`src/rtl/mul_ctrl_pkg.sv`:
```
// mul_ctrl_pkg
//   Shared types and helpers for the HI/LO multiply sequencer.
//   - state_t     : sequencer states (IDLE, CALC)
//   - DEF_WIDTH   : default operand width
//   - clog2()     : counter width helper, never returns less than 1
package mul_ctrl_pkg;

  typedef enum logic {
    IDLE = 1'b0,
    CALC = 1'b1
  } state_t;

  localparam int DEF_WIDTH = 32;

  // Width of a down-counter that must hold n-1. A 1-cycle window still
  // needs a 1-bit register so the counter port never collapses to zero bits.
  function automatic int clog2(input int n);
    int w;
    w = 0;
    while ((1 << w) < n) begin
      w++;
    end
    if (w < 1) begin
      w = 1;
    end
    return w;
  endfunction

endpackage

```
`src/rtl/mul.sv`:
```
// mul
//   Combinational unsigned multiplier. Timed as a multicycle path by the
//   sequencer, which holds its inputs stable for the whole window.
//   Ports:
//     x  in   WIDTH     unsigned multiplicand
//     y  in   WIDTH     unsigned multiplier
//     p  out  2*WIDTH   full-width unsigned product
module mul
  import mul_ctrl_pkg::*;
#(
  parameter int WIDTH = DEF_WIDTH
) (
  input  logic [WIDTH-1:0]   x,
  input  logic [WIDTH-1:0]   y,
  output logic [2*WIDTH-1:0] p
);

  assign p = {{WIDTH{1'b0}}, x} * {{WIDTH{1'b0}}, y};

endmodule

```
`src/rtl/mul_hilo_ctrl.sv`:
```
// mul_hilo_ctrl
//   Multi-cycle MULT/MULTU sequencer that owns the HI/LO registers.
//   Operands are latched as sign-magnitude, the unsigned `mul` gets a fixed
//   MUL_CYCLES window, then the product sign is restored and HI/LO commit.
//   MTHI/MTLO writes are accepted in any state.
//   Ports:
//     clk        in   1      rising-edge clock
//     rst_n      in   1      asynchronous active-low reset
//     start      in   1      begin a multiply (honoured in IDLE only)
//     op_signed  in   1      1 = MULT, 0 = MULTU
//     a, b       in   WIDTH  operands, sampled with start
//     cancel     in   1      flush: abort the in-flight multiply
//     mthi_we    in   1      write wdata into HI
//     mtlo_we    in   1      write wdata into LO
//     wdata      in   WIDTH  MTHI/MTLO data
//     busy       out  1      multiply in flight
//     done       out  1      HI/LO committed on the preceding edge
//     hi, lo     out  WIDTH  architectural HI/LO
//
//   state | meaning
//   ------+---------------------------------------------------------------
//   IDLE  | waiting for start; done may be high for one cycle after CALC
//   CALC  | mul window running; cnt counts down to terminal count 0
module mul_hilo_ctrl
  import mul_ctrl_pkg::*;
#(
  parameter int WIDTH      = DEF_WIDTH,
  parameter int MUL_CYCLES = 4
) (
  input  logic             clk,
  input  logic             rst_n,
  input  logic             start,
  input  logic             op_signed,
  input  logic [WIDTH-1:0] a,
  input  logic [WIDTH-1:0] b,
  input  logic             cancel,
  input  logic             mthi_we,
  input  logic             mtlo_we,
  input  logic [WIDTH-1:0] wdata,
  output logic             busy,
  output logic             done,
  output logic [WIDTH-1:0] hi,
  output logic [WIDTH-1:0] lo
);

  localparam int CW = clog2(MUL_CYCLES);
  localparam int PW = 2 * WIDTH;

  state_t           state;
  logic [CW-1:0]    cnt;
  logic [WIDTH-1:0] mag_a;
  logic [WIDTH-1:0] mag_b;
  logic             neg;
  logic [PW-1:0]    prod;

  mul #(.WIDTH(WIDTH)) u_mul (
    .x (mag_a),
    .y (mag_b),
    .p (prod)
  );

  always_ff @(posedge clk or negedge rst_n) begin
    if (!rst_n) begin
      state <= IDLE;
      cnt   <= '0;
      mag_a <= '0;
      mag_b <= '0;
      neg   <= 1'b0;
      busy  <= 1'b0;
      done  <= 1'b0;
      hi    <= '0;
      lo    <= '0;
    end else begin
      done <= 1'b0;

      // MT writes land first so a completing product, assigned later in
      // this block, overrides them.
      if (mthi_we) begin
        hi <= wdata;
      end
      if (mtlo_we) begin
        lo <= wdata;
      end

      case (state)
        IDLE: begin
          if (start) begin
            // -2^(W-1) negates to itself, which is its correct unsigned magnitude.
            mag_a <= (op_signed && a[WIDTH-1]) ? ({WIDTH{1'b0}} - a) : a;
            mag_b <= (op_signed && b[WIDTH-1]) ? ({WIDTH{1'b0}} - b) : b;
            neg   <= op_signed & (a[WIDTH-1] ^ b[WIDTH-1]);
            cnt   <= CW'(MUL_CYCLES - 1);
            state <= CALC;
            busy  <= 1'b1;
          end
        end

        CALC: begin
          if (cancel) begin
            state <= IDLE;
            busy  <= 1'b0;
          end else if (cnt == '0) begin
            {hi, lo} <= neg ? ({PW{1'b0}} - prod) : prod;
            done     <= 1'b1;
            state    <= IDLE;
            busy     <= 1'b0;
          end else begin
            cnt <= cnt - CW'(1);
          end
        end

        default: begin
          state <= IDLE;
          busy  <= 1'b0;
        end
      endcase
    end
  end

endmodule

```
`config.mk`:
```
export PLATFORM = sky130hd
export DESIGN_NAME = mul_hilo_ctrl
export DESIGN_NICKNAME = d
export VERILOG_FILES = /design/src/rtl/mul_ctrl_pkg.sv /design/src/rtl/mul.sv /design/src/rtl/mul_hilo_ctrl.sv
export SDC_FILE = /design/constraint.sdc
export NUM_CORES = 2
export LEC_CHECK = 0
export CAP_MARGIN = 20
export CORE_ASPECT_RATIO = 0.75
export CORE_MARGIN = 1
export CORE_UTILIZATION = 55
export CTS_CLUSTER_DIAMETER = 50
export DETAILED_ROUTE_END_ITERATION = 6
export PLACE_DENSITY = 0.84
export SLEW_MARGIN = 25
export SYNTH_ARGS = -nofsm -noshare
export SYNTH_HDL_FRONTEND = slang
export SYNTH_SLANG_ARGS = --single-unit
```
`constraint.sdc`:
```
create_clock -name clk -period 21 [get_ports clk]
set_clock_uncertainty 0.1 [all_clocks]
set_input_delay 4.2 -clock clk [delete_from_list [all_inputs] [get_ports clk]]
set_output_delay 4.2 -clock clk [all_outputs]
set_load 0.03 [all_outputs]
```
==> impl_metrics.yaml <==
outcome:
  status: "finished, final reports clean"
clock_tree:
  post_cts_resized: 0
  numCtsBuffers: 17
  cts.sinks: 134
  clockBufferDepth: 2
  insertion_delay_ns: 0.50
  postCtsHoldBufs: 0
  cts_setup_buffers: 0
  h-tree-depth: 4
  cts_tree: "yes"
  clk_pin_slew_ns: 0.07
  root_buffer: "clkbuf_16"
grt:
  grt_pass1_wl_microns: 204000
  use_met3_pct: 13.6
  grt-ovfl-total: 0
  track_usage_pct: 34.1
  grt_pass1_vias: 35500
  gr-usage-met1_pct: 49.0
  grtUsageMet2_pct: 47.4
  grt_most_used_layer: "met1"
  grt_start_max_net_pins: 104
  antenna_found_initial: 1
route:
  antenna_left: 0
  num_vias: 34400
  viasPerCell: 5.91
  drt_iter0_markers: 4084
  firstDrtPassIters: 6
  drc: 0
  wire_per_inst_microns: 22.1
  totalWireLength_microns: 128000
critical_path:
  r2r-start: "mag_a[13]"
  ff2ff_path_depth: 28
  critPathArrivalTime_ns: 10.85
  worstSetupStartpoint: "mag_a[13]"
  r2r_slack_ns: 10.44
  cp.depth: 28
  worstPathMaxFanout: 33
  worstSetupStartpointType: "flip-flop"
  cp.required_ns: 21.29
  worstSetupPathType: "reg -> reg"
  crit_path_end: "hi[31]"
  timing.rr.end: "hi[31]"
  crit_path_end_kind: "flip-flop"
  path_common_cell: "fa_1"
  critPathBufInv: 6
  cpPeakStageDelay_ns: 1.07
  crit_family: "adder cells"
  slowest_stage: "dfrtp_1"
synthesis:
  yosysMostFrequentCell: "inv_1"
  ys_warn_count: 0
  synth_area_sq_um: 42400
  synthDistinctLibCells: 82
  syn_inst: 4820
  synth-async-reset-ratio_pct: 100
  synth_seq_area_share_pct: 7.90
  synth_area_leaders: "fa_1 (42%), and2_1 (8.6%), inv_1 (8.0%), dfrtp_1 (7.9%), ha_1 (7.9%)"
  ys_ff_latch: 134
  synth_edf_count: 0
  synth_area_per_cell_sq_um: 8.80
  synth.largest_area_cell: "fa_1"
  synth_nets: 6086
  ys.flop_type: "dfrtp_1"
  synth_commonest_cells: "inv_1 (900), fa_1 (896), nand2_1 (685)"
  synth_top_cell_area_share_pct: 42.3
timing:
  rsz0062_at_grt: "false"
  hold_violations: 0
  period_needed_ns: 10.56
  tightest_slew_ns: 1.13
  drv_slew: 0
  max_clock_freq_mhz: 94.7
  slew_headroom_pct: 24.7
  setup_tns_ns: 0
  fin_crit_sh_pct: 50.3
  setup_viol: 0
  fin_ws_ns: 10.44
placed_design:
  pre_cts_ws_ns: 10.54
  dp_cells: 5787
  port_buffers: 168
  gp_congestion: 0.996
  hpwl_microns: 104000
cells_and_area:
  area_delta_synth_final_pct: 7.01
  nFillCells: 6290
  drive_gt1_share_pct: 3.02
  finalNetCount: 6049
  stdcell_count: 5820
  fin_util_pct: 59.9
hold_path:
  worstHoldPathType: "reg -> reg"
floorplan:
  dieArea_sq_um: 78300
  fp-row-count: 87
  die_w_microns: 323
  core_sq_um: 75800
  pin_count: 169
  initial_utilization_pct: 56.0
  dieHeight_microns: 243
job:
  cap_violations: 0
-- per-layer routing --
layer  part of all wire [%]  wire, microns  vias up
met1                     40          51500    17300
met4                    2.7           3400        0
met5                      0              0        -
met3                     16          20000      266
met2                     42          53500     2251
li1                       -              -    14600
-- worst register-to-register path, delay by kind of cell, from the launching register on --
kind,cells,cell delay [ns]
and+or+nand+nor,9,2.80
adders and majority gates,9,4.42
buffers and inverters,6,0.31
DFF,1,1.07
AOI/OAI and AO/OA,3,1.55
xor gates and xnor gates,1,0.23
-- cell usage in the layout (no fill, tap or decap), drive strengths merged, types with 7 or more instances in the layout --
cell type and count:
nand2 685, o21a 16, nor4 10, ha 267
a2111oi 7, o31ai 35, nand4 26, nand3 20
inv 908, clkdlybuf4s50 165, a21oi 119, nor3b 7
and4 12, buf 61, o21bai 7, and2 586
xor2 65, and3 16, nand2b 11, o21ai 203
fa 896, clkbuf 18, xnor2 93, or3 16
a21o 23, nor2b 26, o41ai 11, nor3 39
or4 12, o211ai 15, a211oi 30, mux2i 48
a31oi 12, dfrtp 134, nor2 106
-- state kept, by name (all words and copies together), names as in the netlist --
signal  cells
cnt         2
lo         32
neg         1
done        1
mag_a      32
state       1
busy        1
hi         32
mag_b      32
-- how the worst min path moves through the flow --
stage | startpoint | endpoint | slack, ns | depth (start not counted)
6_report | mag_b[23] | mag_b[23] | 0.38 | 2
5_1_grt | mag_b[23] | mag_b[23] | 0.41 | 2
4_1_cts | mag_b[23] | mag_b[23] | 0.39 | 2
3_5_place_dp | mag_b[23] | mag_b[23] | 0.37 | 2
3_3_place_gp | mag_b[23] | mag_b[23] | 0.36 | 2
2_1_floorplan | state | cnt[0] | 0.41 | 1
-- per-stage QoR --
step | hold slack [ns] | instance area (sq um)
floorplan | 0.408 | 42400
global placement | 0.363 | 44700
detailed placement | 0.371 | 44800
CTS | 0.387 | 45400
global route | 0.405 | 45400
finish | 0.381 | 45400
-- cell type report --
type / instances / area, sq um / area share, %
Clock inverter: 14 / 181 / 0.400
Inverter: 901 / 3380 / 7.45
Tap cell: 1023 / 1280 / 2.82
Clock buffer: 18 / 439 / 0.967
Antenna cell: 1 / 2.50 / 0.00551
Multi-Input combinational cell: 3503 / 34600 / 76.3
Timing Repair Buffer: 226 / 2120 / 4.67
Sequential cell: 134 / 3370 / 7.42
-- cell families after synthesis --
group	after synthesis	synth area share [%]
buf+inv	1183	10.5
compound gates	536	7.94
flops	134	7.90
mux	50	1.19
xor+xnor	158	3.26
fa+ha+maj	1163	50.2
simple gates	1596	19.0
Power is left out: the tool's default activity adds up to more than one toggle a clock period on the data nets, which glitch-free logic cannot reach.
